<file path="config.mk">
export PLATFORM = sky130hd
export DESIGN_NAME = n_bit_serial_subtractor
export DESIGN_NICKNAME = d
export VERILOG_FILES = /design/src/rtl/n_bit_serial_subtractor.sv
export SDC_FILE = /design/constraint.sdc
export NUM_CORES = 1
export LEC_CHECK = 0
export ABC_AREA = 1
export BUFFER_PORTS_ARGS = -buffer_cell sky130_fd_sc_hd__buf_2
export CAP_MARGIN = 30
export CORE_MARGIN = 4
export CORE_UTILIZATION = 40
export CTS_BUF_LIST = sky130_fd_sc_hd__clkbuf_8
export CTS_CLUSTER_SIZE = 24
export DETAILED_ROUTE_END_ITERATION = 8
export SLEW_MARGIN = 20
export SYNTH_ARGS = -nofsm -noshare
export SYNTH_HDL_FRONTEND = slang
export SYNTH_SLANG_ARGS = --single-unit
</file>
<file path="constraint.sdc">
create_clock -name clk -period 1.5 [get_ports clk]
set_input_delay 0 -clock clk [delete_from_list [all_inputs] [get_ports clk]]
set_output_delay 0 -clock clk [all_outputs]
set_load 0.01 [all_outputs]
</file>
<file path="src/rtl/n_bit_serial_subtractor.sv">
// Purpose: signed bit-serial subtractor computing A - B - bin LSB-first through one full-subtractor cell.
// Latency: start accepted at edge k -> done_valid high after edge k+N; issue interval N+2 with done_ready high.
// Backpressure: start_ready only in IDLE; result held in DONE until done_valid && done_ready.
module n_bit_serial_subtractor #(
    parameter int N = 8
) (
    input  logic         clk,
    input  logic         rst_n,
    input  logic         start_valid,
    output logic         start_ready,
    input  logic [N-1:0] A,
    input  logic [N-1:0] B,
    input  logic         bin,
    output logic [N-1:0] diff,
    output logic         bout,
    output logic         ovf,
    output logic         done_valid,
    input  logic         done_ready,
    output logic         busy
);

    localparam int CW = (N > 2) ? $clog2(N) : 1;

    typedef enum logic [1:0] {
        IDLE = 2'd0,
        RUN  = 2'd1,
        DONE = 2'd2
    } state_t;

    state_t          state;
    state_t          state_nxt;

    logic [N-1:0]    a_sh;
    logic [N-1:0]    b_sh;
    logic [N-2:0]    d_sh;     // partial difference; the final bit completes it
    logic            br;
    logic            sign_a;
    logic            sign_b;
    logic [CW-1:0]   cnt;

    logic            a0;
    logic            b0;
    logic            d_bit;
    logic            br_nxt;
    logic [N-1:0]    d_full;
    logic            last;
    logic            start_acc;
    logic            done_acc;

    // Single full-subtractor cell fed from the low bits of the operand shifters
    assign a0        = a_sh[0];
    assign b0        = b_sh[0];
    assign d_bit     = a0 ^ b0 ^ br;
    assign br_nxt    = (~a0 & b0) | (~(a0 ^ b0) & br);
    assign d_full    = {d_bit, d_sh};
    assign last      = (cnt == CW'(N - 1));
    assign start_acc = (state == IDLE) && start_valid;
    assign done_acc  = (state == DONE) && done_ready;

    // State register
    always_ff @(posedge clk or negedge rst_n) begin
        if (!rst_n) begin
            state <= IDLE;
        end else begin
            state <= state_nxt;
        end
    end

    // Next-state logic
    always_comb begin
        state_nxt = state;
        case (state)
            IDLE:    if (start_acc) state_nxt = RUN;
            RUN:     if (last)      state_nxt = DONE;
            DONE:    if (done_acc)  state_nxt = IDLE;
            default:                state_nxt = IDLE;
        endcase
    end

    // Handshake and status outputs decoded from the state register
    always_comb begin
        start_ready = 1'b0;
        done_valid  = 1'b0;
        busy        = 1'b1;
        case (state)
            IDLE: begin
                start_ready = 1'b1;
                busy        = 1'b0;
            end
            DONE:    done_valid = 1'b1;
            default: ;
        endcase
    end

    // Operand capture, serial datapath and result registers
    always_ff @(posedge clk or negedge rst_n) begin
        if (!rst_n) begin
            a_sh   <= '0;
            b_sh   <= '0;
            d_sh   <= '0;
            br     <= 1'b0;
            sign_a <= 1'b0;
            sign_b <= 1'b0;
            cnt    <= '0;
            diff   <= '0;
            bout   <= 1'b0;
            ovf    <= 1'b0;
        end else begin
            if (start_acc) begin
                a_sh   <= A;
                b_sh   <= B;
                br     <= bin;
                sign_a <= A[N-1];
                sign_b <= B[N-1];
                cnt    <= '0;
            end else if (state == RUN) begin
                a_sh <= a_sh >> 1;
                b_sh <= b_sh >> 1;
                d_sh <= d_full[N-1:1];
                br   <= br_nxt;
                cnt  <= cnt + 1'b1;
                if (last) begin
                    diff <= d_full;
                    bout <= br_nxt;
                    // Signed overflow only possible when operand signs differ
                    ovf  <= (sign_a != sign_b) && (d_bit != sign_a);
                end
            end
        end
    end

endmodule
</file>
==> impl_metrics.tcl, run 1 <==
set metrics [dict create \
    antenna_cells 0 \
    synthXorXnorAreaFrac_pct 0 \
    postRouteAntennaNets 0 \
    synth_mux_area_share_pct 0 \
    fin_nets 299 \
    syn-cell-area_mm2 0.00194 \
    fin_crit_ns 1.38 \
    end_kind "register" \
    io_pins 34 \
    cts_setup_buffers 0 \
    synth_top_family_by_area "simple AND/OR/NAND/NOR gates" \
    cap_violations 0 \
    clock_path_buffers 2 \
    slew_headroom_pct 77.6 \
    coreArea_mm2 0.00472 \
    final_hold_viol_count 0 \
    arrival_ns 1.58 \
    yosys.area_share.simple_pct 29.7 \
    root_buffer "clkbuf_8" \
    status "completed" \
    synth_area_leaders "dfrtp_1 53%, nand2_1 17%, nand3_1 5.2%" \
    synth_compound_area_share_pct 7.41 \
    cts_sinks 41 \
    yosysUniqueCellTypes 20 \
    reg2reg_setup_slack_ns 0.12 \
    r2r-start "a_sh[0]$_DFFE_PN0P_" \
    tritoncts "built" \
    yosysTopAreaCell "dfrtp_1" \
    die_area_mm2 0.00603 \
    cp.required_ns 1.69 \
    p_per_area_mw_per_mm2 1860 \
    gp_congestion 0.747 \
    start_util_pct 41.1 \
    postPlaceCellArea_mm2 0.00218 \
    hold_path.class "primary input to register" \
    final_cell_mix "87 x nand2_1, 41 x dfrtp_1, 33 x buf_2" \
    tns_ns 0 \
    firstDrtPassIters 4 \
    clock_latency_ns 0.30 \
    clk_pin_slew_ns 0.08 \
    regArea_mm2 0.00103 \
    final_common_cell "nand2_1" \
    rsz0062_at_grt "false" \
    die_w_um 77.7 \
    clock.fmax_ghz 0.723 \
    syn_avg_cell_area_um2 8.74 \
    wl_per_cell_um 11.4 \
    synth_seq_cells 41 \
    vias 1546 \
    min_path_cells 3 \
    grt_pass1_vias 1501 \
    std_cell_rows 25 \
    drv_slew 0 \
    power_mw 4.60 \
    syn_inst 222 \
    fin_util_pct 52.3 \
    yosysSeqAreaShare_pct 52.9 \
    synth_fp_nets 246 \
    worst_pin_slew_ns 0.336 \
    drt_wl_total_um 3900 \
    cts_max_level 2 \
    hpwl_um 2570 \
    ir_drop_mv 0.662 \
    multi_input_area_um2 764 \
    drt_iter0_drc 83 \
    antenna_found_initial 0 \
    synth-adder-area-share_pct 2.32 \
    drive_gt1_share_pct 22.1 \
    synthToLayoutAreaGrowth_pct 27.4 \
    grt_pass1_wl_um 6770 \
    synth_top_cell_area_share_pct 52.9 \
    crit_fanout 3 \
    grt_max_degree 42 \
    holdPathEnd "b_sh[0]$_DFFE_PN0P_" \
    final_area_mm2 0.00247 \
    grtUsageTotal_pct 14.2 \
    numCtsBuffers 5 \
    p_leak_nw 1.29 \
    yosysWarnings 0 \
    setup_viol 0 \
    fin_skew_ns 0.00839 \
    critPathKind "register to register" \
    fill_cells 465 \
    start_kind "register" \
    io_buffers 33 \
    fin_crit_sh_pct 92.3 \
    hold_start "B[0]" \
    ff2ff_path_depth 6 \
    vias_per_cell 4.51 \
    holdWs_ns 0.0145 \
    grt_overflow 0 \
    post-route-drc-count 0 \
    die_y_um 77.7 \
    r2r_end "ovf$_DFFE_PN0P_" \
]
logic make-up (layout without fill, tap and decap cells):
family / Yosys count / after routing
simple gates: 126 / 126
flops: 41 / 41
buf+inv: 29 / 83
compound gates: 23 / 23
fa+ha+maj: 3 / 3
metal layers:
metal	share of wire, %	vias up	wire length [µm]	GRT usage [%]
li1	-	809	-	-
met5	0	-	0	0
met4	1.1	0	44	4.27
met2	46	33	1800	23.4
met1	48	698	1870	17.3
met3	4.9	6	190	4.99
cell usage after synthesis, drive strengths merged:
| cell type | count |
|---|---|
| nand2 | 90 |
| dfrtp | 41 |
| o21ai | 22 |
| nand3 | 20 |
| inv | 18 |
| nand3b | 12 |
| buf | 10 |
| nor2 | 4 |
| ha | 2 |
| clkbuf | 1 |
| fa | 1 |
| o31ai | 1 |
what timing repair did:
item,CTS,global route
endpoints found under the hold margin,60,0
hold buffers,18,0
resized for setup,0,0
through the flow:
stage / std cells / worst slack [ns]
floorplan: 222 / 0.199
global placement: 317 / 0.171
detailed placement: 317 / 0.112
CTS: 343 / 0.0968
global route: 343 / 0.0167
finish: 343 / 0.116
final cells by class:
class                   instances  share of cell area [%]
flip-flops and latches         41                    41.5
multi-input cells             152                    30.9
repair buffers                 57                    16.8
well taps                      67                    3.39
clock buffers                   5                    2.78
inverters                      18                    2.73
clock inverters                 3                    1.87
sequential cells by signal, indices dropped and copies added, names as in the netlist:
register / cells
a_sh: 8
b_sh: 8
diff: 8
d_sh: 7
cnt: 3
state: 2
bout: 1
br: 1
ovf: 1
sign_a: 1
sign_b: 1
worst max path at each step:
stage / startpoint / end / slack, ns / depth (start not counted)
3_3_place_gp: a_sh[0]$_DFFE_PN0P_ / ovf$_DFFE_PN0P_ / 0.17 / 6
6_report: a_sh[0]$_DFFE_PN0P_ / ovf$_DFFE_PN0P_ / 0.12 / 6
3_5_place_dp: a_sh[0]$_DFFE_PN0P_ / ovf$_DFFE_PN0P_ / 0.11 / 6
2_1_floorplan: a_sh[0]$_DFFE_PN0P_ / ovf$_DFFE_PN0P_ / 0.20 / 6
5_1_grt: a_sh[0]$_DFFE_PN0P_ / ovf$_DFFE_PN0P_ / 0.02 / 6
4_1_cts: a_sh[0]$_DFFE_PN0P_ / ovf$_DFFE_PN0P_ / 0.1 / 6
where the power goes:
group          internal [mW]  switching (mW)  leakage [nW]
sequential              1.59           0.280         0.520
clock                  0.498           0.404        0.0543
combinational          0.737            1.08         0.720
total                   2.83            1.77          1.29
worst max-delay path: stages (launching register included):
cell	delay, ns
dfrtp_1	0.41
fa_1	0.56
inv_1	0.08
nand3_1	0.08
nand2_1	0.05
nand2_1	0.05
nand2_1	0.05
No activity file was read; power rests on OpenSTA's default activity.
==> run 2, diff against run 1 <==
--- a/config.mk
+++ b/config.mk
@@ -13,6 +13,7 @@
 export CTS_BUF_LIST = sky130_fd_sc_hd__clkbuf_8
 export CTS_CLUSTER_SIZE = 24
 export DETAILED_ROUTE_END_ITERATION = 8
+export PLACE_DENSITY_LB_ADDON = 0.3
 export SLEW_MARGIN = 20
 export SYNTH_ARGS = -nofsm -noshare
 export SYNTH_HDL_FRONTEND = slang
==> run 2 against run 1 <==
Effect of this change:
- combinational power is 3% lower
- design area is 0.66% lower
- die area stayed put
- sequential share of layout area is 0.27 points higher
- non-clock buffer count is 1 lower
- wire length is 0.59% lower
- sequential cell count stayed put
- largest cell class unchanged
- highest routed layer unchanged
==> impl_metrics.tcl, run 2 (synthesis results as in run 1) <==
set metrics [dict create \
    die_w_um 77.7 \
    cp_common_cell "nand2_1" \
    start_util_pct 41.1 \
    cap_violations 0 \
    slowest_stage "fa_1" \
    gp_congestion 0.745 \
    end_kind "register" \
    wl_met1_um 1910 \
    die_y_um 77.7 \
    max_stage_delay_ns 0.55 \
    top_layer "met4" \
    tns_ns 0 \
    cts_resized 0 \
    synthToLayoutAreaGrowth_pct 26.6 \
    drt_wl_total_um 3880 \
    grt_max_degree 42 \
    drive_gt1_share_pct 22.2 \
    fin_crit_ns 1.36 \
    drv_slew 0 \
    slew_headroom_pct 65.8 \
    crit_fanout 3 \
    wl_met2_um 1740 \
    wl_met3_um 177 \
    cts_sinks 41 \
    tritoncts "built" \
    antenna_found_initial 0 \
    die_area_mm2 0.00603 \
    cp.required_ns 1.68 \
    postRouteAntennaNets 0 \
    hpwl_um 2470 \
    place_ws_ns 0.143 \
    vias 1527 \
    grtUsageTotal_pct 14.3 \
    rsz0062_at_grt "false" \
    std_cell_rows 25 \
    ff2ff_path_depth 6 \
    coreArea_mm2 0.00472 \
    final_cell_mix "87 x nand2_1, 41 x dfrtp_1, 33 x buf_2" \
    fin_nets 298 \
    io_pins 34 \
    worst_pin_slew_ns 0.512 \
    cts_max_level 2 \
    finalWorstSetupSlack_ns 0.141 \
    status "completed" \
    fin_skew_ns 0.00722 \
    drt_iter0_drc 63 \
    start_kind "register" \
    p_leak_nw 1.30 \
    clk_pin_slew_ns 0.08 \
    setup_viol 0 \
    io_buffers 33 \
    top_regs "a_sh x8, b_sh x8, diff x8" \
    post-route-drc-count 0 \
    grt_overflow 0 \
    vias_per_cell 4.46 \
    min_path_cells 4 \
    clock_latency_ns 0.29 \
    clock.fmax_ghz 0.736 \
    ir_drop_mv 0.818 \
    grt_pass1_vias 1565 \
    antenna_cells 0 \
    final_hold_viol_count 0 \
    hold_path.class "primary input to register" \
    wl_per_cell_um 11.3 \
    critPathKind "register to register" \
    numCtsBuffers 5 \
    clock_path_buffers 2 \
    fin_crit_sh_pct 90.6 \
    final_common_cell "nand2_1" \
    arrival_ns 1.54 \
    p_per_area_mw_per_mm2 1900 \
    root_buffer "clkbuf_8" \
    firstDrtPassIters 4 \
    crit_chain "fa_1, inv_1, nand3_1, nand2_1, nand2_1, nand2_1" \
    grt_pass1_wl_um 6950 \
]
==> run 2: changes by cell type in the layout (fill, tap and decap cells not counted) <==
| cell | before | now |
|---|---|---|
| buf_12 | 2 | 0 |
| buf_4 | 4 | 6 |
| clkinvlp_4 | 1 | 0 |
| dlygate4sd3_1 | 18 | 17 |
| bufinv_16 | 1 | 2 |
| clkinv_4 | 1 | 0 |
| clkinv_2 | 0 | 1 |
==> run 2: through the flow <==
stage	area [µm²]	hold slack (ns)	power, mW	cells	utilization (%)
after CTS	2460	0.00701	4.73	342	52.0
after global placement	2150	0.101	3.60	317	45.6
after global routing	2460	0.0438	5.12	342	52.0
after floorplan	1940	-0.296	3.22	222	-
final	2460	0.0105	4.68	342	52.0
after detailed placement	2150	0.0986	3.64	317	45.6
==> run 2: worst paths after layout <==
kind,slack [ns],endpoint,startpoint
max in group asynchronous,0.86,diff[6]$_DFFE_PN0P_,rst_n
max reg2reg,0.14,ovf$_DFFE_PN0P_,a_sh[0]$_DFFE_PN0P_
max,0.14,ovf$_DFFE_PN0P_,a_sh[0]$_DFFE_PN0P_
min,0.01,a_sh[1]$_DFFE_PN0P_,A[1]
min in group asynchronous,0.30,diff[0]$_DFFE_PN0P_,rst_n
min reg2reg,0.48,diff[0]$_DFFE_PN0P_,diff[0]$_DFFE_PN0P_
==> run 2: layout make-up <==
class                      count  area (µm²)
timing repair buffer          56         380
sequential                    41        1030
tap                           67        83.8
clock buffer                   5        68.8
inverter                      18        67.6
clock inverter                 3        65.1
fill                         460        2270
multi-input combinational    152         764
==> run 2: power by group <==
group / internal (mW) / switching [mW] / leakage (nW)
logic: 0.700 / 1.06 / 0.708
clock network: 0.661 / 0.389 / 0.0681
registers: 1.59 / 0.274 / 0.520
==> run 2: timing repair <==
action,4_1_cts,5_1_grt
endpoints found under the hold margin,59,0
setup buffers,0,0
hold buffers,17,0
endpoints found under the setup margin,0,0
==> run 2: critical path, delay by kind of cell, from the launching register on <==
kind	cells	cell delay, ns
flip-flops	1	0.40
AND/OR/NAND/NOR	4	0.23
adder cells (fa/ha/maj)	1	0.55
buffers and inverters	1	0.07
==> run 2: metal layers <==
| metal | vias to the layer above | global-route usage (%) |
|---|---|---|
| li1 | 803 | - |
| met1 | 685 | 18.8 |
| met2 | 33 | 22.9 |
| met3 | 6 | 3.94 |
| met4 | 0 | 4.63 |
| met5 | - | 0 |
